File: src/rtl/serial_adder_if.sv
// Handshake and result bus of the bit-serial adder.
// SERIAL_ADDER_OVF_EN adds the signed-overflow flag to the bus.
interface serial_adder_if #(
    parameter int unsigned WIDTH = 8
);
    logic             start;
    logic [WIDTH-1:0] a;
    logic [WIDTH-1:0] b;
    logic             busy;
    logic             done;
    logic [WIDTH-1:0] sum;
    logic             cout;
    logic             sum_bit;
    logic             sum_bit_vld;
`ifdef SERIAL_ADDER_OVF_EN
    logic             ovf;

    modport master (
        output start, a, b,
        input  busy, done, sum, cout, sum_bit, sum_bit_vld, ovf
    );
    modport slave (
        input  start, a, b,
        output busy, done, sum, cout, sum_bit, sum_bit_vld, ovf
    );
`else
    modport master (
        output start, a, b,
        input  busy, done, sum, cout, sum_bit, sum_bit_vld
    );
    modport slave (
        input  start, a, b,
        output busy, done, sum, cout, sum_bit, sum_bit_vld
    );
`endif
endinterface

File: src/rtl/serial_adder.sv
// Bit-serial unsigned adder, LSB first, one bit per clock (IDLE -> RUN -> DONE).
// Optional signed-overflow flag enabled by SERIAL_ADDER_OVF_EN.
module serial_adder #(
    parameter int unsigned WIDTH = 8
) (
    input  logic           clk,
    input  logic           rst_n,
    serial_adder_if.slave  bus
);
    localparam int unsigned CNT_W = $clog2(WIDTH + 1);

    typedef enum logic [1:0] {
        IDLE = 2'd0,
        RUN  = 2'd1,
        DONE = 2'd2
    } state_t;

    state_t           state;
    state_t           state_nxt;
    logic [WIDTH-1:0] a_sh;
    logic [WIDTH-1:0] b_sh;
    logic [WIDTH-1:0] acc;
    logic [WIDTH-1:0] acc_nxt;
    logic [WIDTH-1:0] sum_q;
    logic             cout_q;
    logic             c;
    logic [CNT_W-1:0] cnt;
    logic [CNT_W-1:0] cnt_nxt;
    logic             half_s;
    logic             half_g;
    logic             s;
    logic             c_nxt;
    logic             last;
    logic             load;
    logic             busy_c;
    logic             done_c;

    // Full-adder cell built from two half-adder stages
    always_comb begin
        half_s = a_sh[0] ^ b_sh[0];
        half_g = a_sh[0] & b_sh[0];
        s      = half_s ^ c;
        c_nxt  = half_g | (half_s & c);
    end

    assign acc_nxt = (acc >> 1) | (WIDTH'(s) << (WIDTH - 1));
    assign cnt_nxt = cnt + CNT_W'(1);
    assign last    = (state == RUN) && (cnt_nxt == CNT_W'(WIDTH));
    assign load    = bus.start && (state != RUN);

    // State register
    always_ff @(posedge clk or negedge rst_n) begin
        if (!rst_n) state <= IDLE;
        else        state <= state_nxt;
    end

    // Next-state logic; start is only honoured outside RUN
    always_comb begin
        state_nxt = state;
        case (state)
            IDLE:    if (bus.start) state_nxt = RUN;
            RUN:     if (last)      state_nxt = DONE;
            DONE:    state_nxt = bus.start ? RUN : IDLE;
            default: state_nxt = IDLE;
        endcase
    end

    // Output decode
    always_comb begin
        busy_c = 1'b0;
        done_c = 1'b0;
        case (state)
            RUN:     busy_c = 1'b1;
            DONE:    done_c = 1'b1;
            default: ;
        endcase
    end

    // Serial datapath: operand shifters, carry flop, bit counter, result capture
    always_ff @(posedge clk or negedge rst_n) begin
        if (!rst_n) begin
            a_sh   <= '0;
            b_sh   <= '0;
            acc    <= '0;
            c      <= 1'b0;
            cnt    <= '0;
            sum_q  <= '0;
            cout_q <= 1'b0;
        end else if (load) begin
            a_sh <= bus.a;
            b_sh <= bus.b;
            c    <= 1'b0;
            cnt  <= '0;
        end else if (state == RUN) begin
            a_sh <= a_sh >> 1;
            b_sh <= b_sh >> 1;
            acc  <= acc_nxt;
            c    <= c_nxt;
            cnt  <= cnt_nxt;
            if (last) begin
                sum_q  <= acc_nxt;
                cout_q <= c_nxt;
            end
        end
    end

`ifdef SERIAL_ADDER_OVF_EN
    logic a_msb;
    logic b_msb;
    logic ovf_q;

    // Signed overflow: like-signed operands giving a differently-signed sum
    always_ff @(posedge clk or negedge rst_n) begin
        if (!rst_n) begin
            a_msb <= 1'b0;
            b_msb <= 1'b0;
            ovf_q <= 1'b0;
        end else if (load) begin
            a_msb <= bus.a[WIDTH-1];
            b_msb <= bus.b[WIDTH-1];
        end else if (last) begin
            ovf_q <= (a_msb == b_msb) && (acc_nxt[WIDTH-1] != a_msb);
        end
    end

    assign bus.ovf = ovf_q;
`endif

    assign bus.busy        = busy_c;
    assign bus.done        = done_c;
    assign bus.sum         = sum_q;
    assign bus.cout        = cout_q;
    assign bus.sum_bit     = busy_c & s;
    assign bus.sum_bit_vld = busy_c;
endmodule

File: src/flat_wrapper.sv
// flat-port wrapper written by rule: the top's interface ports become plain ports
module serial_adder_flat 
#(
    parameter int unsigned WIDTH = 8
)
  (clk, rst_n, bus_start, bus_a, bus_b, bus_busy, bus_done, bus_sum, bus_cout, bus_sum_bit, bus_sum_bit_vld);
  serial_adder_if #(.WIDTH(WIDTH)) bus_i ();
  input  logic clk;
  input  logic rst_n;
  input wire logic [$bits(bus_i.start)-1:0] bus_start;
  input wire logic [$bits(bus_i.a)-1:0] bus_a;
  input wire logic [$bits(bus_i.b)-1:0] bus_b;
  output wire logic [$bits(bus_i.busy)-1:0] bus_busy;
  output wire logic [$bits(bus_i.done)-1:0] bus_done;
  output wire logic [$bits(bus_i.sum)-1:0] bus_sum;
  output wire logic [$bits(bus_i.cout)-1:0] bus_cout;
  output wire logic [$bits(bus_i.sum_bit)-1:0] bus_sum_bit;
  output wire logic [$bits(bus_i.sum_bit_vld)-1:0] bus_sum_bit_vld;
  assign bus_i.start = bus_start;
  assign bus_i.a = bus_a;
  assign bus_i.b = bus_b;
  assign bus_busy = bus_i.busy;
  assign bus_done = bus_i.done;
  assign bus_sum = bus_i.sum;
  assign bus_cout = bus_i.cout;
  assign bus_sum_bit = bus_i.sum_bit;
  assign bus_sum_bit_vld = bus_i.sum_bit_vld;
  serial_adder #(.WIDTH(WIDTH)) u_core (.clk(clk), .rst_n(rst_n), .bus(bus_i));
endmodule
File: config.mk
export PLATFORM = sky130hd
export DESIGN_NAME = serial_adder_flat
export DESIGN_NICKNAME = d
export VERILOG_FILES = /design/src/rtl/serial_adder_if.sv /design/src/rtl/serial_adder.sv /design/src/flat_wrapper.sv
export SDC_FILE = /design/constraint.sdc
export NUM_CORES = 1
export LEC_CHECK = 0
export CAP_MARGIN = 40
export CORE_AREA = 5 5 75 57
export CTS_CLUSTER_DIAMETER = 100
export DETAILED_ROUTE_END_ITERATION = 8
export DIE_AREA = 0 0 80 62
export GPL_TIMING_DRIVEN = 0
export PLACE_DENSITY = 0.83
export SYNTH_ARGS = -nofsm -noshare
export SYNTH_HDL_FRONTEND = slang
export SYNTH_SLANG_ARGS = --single-unit
File: constraint.sdc
create_clock -name clk -period 2.2 [get_ports clk]
set_input_delay 0.44 -clock clk [delete_from_list [all_inputs] [get_ports clk]]
set_output_delay 0.44 -clock clk [all_outputs]
set_load 0.03 [all_outputs]
==> summary.md <==
| Metric | Value |
|---|---|
| Clock Sink Count | `39` |
| Placed cells | `230` |
| Final core occ | `0.635` |
| Critical Path RT | `1.76 ns` |
| First-pass GRT wire length | `5570 um` |
| R2r endpoint | `u_core.bus.sum[4]` |
| Synth top area cells | `dfrtp_1, mux2i_1, nand2_1` |
| Clock buffer depth | `2` |
| Most Frequent Cell on Critical Path | `buf_4` |
| Register area share after synthesis | `0.580` |
| Die Span Y | `slightly above 60 um` |
| Worst Setup End Kind | `output port` |
| Rel. slew slack | `0.441` |
| Cell with the most instances after synthesis | `dfrtp_1` |
| Grt ovf | `0` |
| Share of the synthesized area in the top cell type | `0.580` |
| Die width | `80 um` |
| Drt first-iter violations | `104` |
| Pre-CTS setup slack | `-0.287 ns` |
| Count of final hold-check violations | `0` |
| CP peak stage delay | `0.37 ns` |
| Post-route ant nets | `0` |
| Worst-path cell chain | `nand2b_1 > inv_2 > buf_4 > buf_4 > clkdlybuf4s15_2` |
| Initial Util | `0.491` |
| # setup viols final | `0` |
| # Max-Cap Violations | `0` |
| Antenna diodes | `0` |
| H-tree depth | `2` |
| Avg Inst Size Synth | `around 11 um^2` |
| Largest area contributor in the netlist | `dfrtp_1` |
| Initial antenna violation count | `0` |
| Total track usage | `0.149` |
| DRT Wirelength | `about 3300 um` |
| Total power divided by cell area | `between 1000 and 1500 nW/um^2` |
| Setup_tns | `0 ns` |
| P_leak | `approximately 1.0 nW` |
| Final Skew | `0.0106 ns` |
| Crit path launch type | `flop` |
| Worst-Margin Slew | `0.839 ns` |
| Synthesized area | `1680 um^2` |
| CP max FO | `11` |
| Peak VDD IR | `0.861 mV` |
| Clock Pin Slew Worst Setup and Hold Paths | `approximately 0.080 ns` |
| Core box area | `3420 um^2` |
| Final-report max-slew violation count | `0` |
| Final worst slack | `0.115 ns` |
| Worst-Skew Late Latency | `0.29 ns` |
| Post-synth EDFFs | `0` |
| Slowest CP cell | `dfrtp_1` |
| Seq cells post-synth | `39` |
| Max Freq | `between 400 and 500 MHz` |
| Num CTS Buffers | `5` |
| Async set-or-reset flop fraction in the synthesized netlist | `1.00` |
| Hold WS | `0.244 ns` |
| HPWL after DPL | `2250 um` |
| Fin crit period | `2.08 ns` |
| Final Non-Filler Cells | `242` |
| Vias in the first global route | `1,228` |
| Die area | `4960 um^2` |
| IO Port Bufs | `30` |
| Routability Congestion | `0.771` |
| Critical R2R Launch | `u_core.cnt[0]` |
| I/O pins | `32` |
| Synth top cells by count | `dfrtp_1, nand2_1, mux2i_1, o21ai_0, mux2_2` |
| WP data arrival | `~1.6 ns` |
| Vias per cell | `4.91` |
| Synthesized net count | `171` |
| 1st-pass router iterations | `4` |
| Largest net degree at the start of global routing | `40` |
| Cells after Synth | `150` |
| Run status | `finished, final reports clean` |
| Root buffer cell | `clkbuf_8` |
| TritonCTS clock tree | `yes` |
| HP Class | `in -> async` |
| Nets@finish | `212` |
| Final Cycle Share | `0.948` |
| Row Count | `18` |
| Wire per inst | `13.5 um` |
| Distinct cell type count after synthesis | `27` |
| Setup repair after global routing missed its margin | `false` |
| DR vias | `1,188` |
| Kind of critical path | `reg -> out` |
| Worst r2r path cells | `4` |
| Worst reg2reg setup slack | `slightly below 0.4 ns` |
| Layout cells sized above 1 | `0.177` |
| Yosys warnings | `0` |
| Top_reg_cell synth | `dfrtp_1` |
| DR DRC count | `0` |
| Layout area overhead | `29.2%` |
[registers in the layout (all words and copies together) (netlist names)]
signal and flops:
u_core.a_sh 8, u_core.acc 7, u_core.b_sh 8, u_core.bus.cout 1, u_core.bus.sum 8, u_core.c 1
u_core.cnt 4, u_core.state 2
[layout by cell type (no fill, tap or decap), types with 2 or more instances in the layout]
master,netlist,layout
o21ai_0,17,17
clkdlybuf4s50_1,0,26
buf_2,2,4
mux2_2,10,10
nand2_1,38,38
nand3_1,2,2
nor2_1,3,3
clkbuf_8,0,7
buf_4,1,6
dfrtp_1,39,39
mux2i_1,17,17
clkbuf_1,3,3
[kinds of logic after synthesis]
kind of cell,count (synthesis),synth area share
fa+ha+maj,2,0.0193
compound gates,23,0.0856
simple gates,49,0.121
mux,27,0.168
buf+inv,10,0.0260
flops,39,0.580
[per-layer routing]
| metal | routed length [um] | GRT usage | vias up |
|---|---|---|---|
| li1 | - | - | 591 |
| met1 | 1600 | 0.199 | 572 |
| met2 | 1520 | 0.238 | 22 |
| met3 | 117 | 0.0346 | 3 |
| met4 | 29 | 0.0651 | 0 |
| met5 | 0 | 0 | - |
[stage by stage]
stage	power, mW	area [um^2]
detailed placement	2.49	2040
floorplan	2.03	1680
CTS	3.03	2150
global route	3.27	2170
finish	3.05	2170
global placement	2.44	2040
[worst max-delay path by stage]
| stage | start | endpoint |
|---|---|---|
| 2_1_floorplan | u_core.state[1] | bus_sum_bit_vld |
| 3_3_place_gp | u_core.state[1] | bus_sum_bit_vld |
| 3_5_place_dp | u_core.state[1] | bus_sum_bit_vld |
| 4_1_cts | u_core.c | bus_sum_bit |
| 5_1_grt | u_core.state[1] | bus_sum_bit_vld |
| 6_report | u_core.state[1] | bus_sum_bit_vld |
[worst max-delay path, delay by kind of cell (launching register included)]
family / cells / cell delay [ns]
AND/OR/NAND/NOR: 1 / 0.22
flip-flops: 1 / 0.37
buffers and inverters: 4 / 0.75
[what timing repair did]
item,4_1_cts,5_1_grt
buffers inserted,0,4
hold endpoints to repair,0,0
hold buffers,0,0
gates resized for setup,10,2
pin swaps,0,0
endpoints found under the setup margin,3,3
[where the power goes]
| part | internal, mW | leakage, nW | switching, mW | total [mW] |
|---|---|---|---|---|
| clock | 0.285 | 0.0505 | 0.245 | 0.530 |
| combinational | 0.559 | 0.474 | 0.749 | 1.31 |
| sequential | 1.02 | 0.501 | 0.196 | 1.22 |
| total | 1.87 | 1.03 | 1.19 | 3.05 |
[area by class of cell]
cell class              instances  area, um^2
fillers                       268        1250
flip-flops and latches         39         976
multi-input cells             101         662
repair buffers                 34         322
clock buffers                   7        96.3
well taps                      50        62.6
plain buffers                   8        40.0
clock inverters                 1        7.51
inverters                       2        7.51
Power figures use the tool's default switching activity.
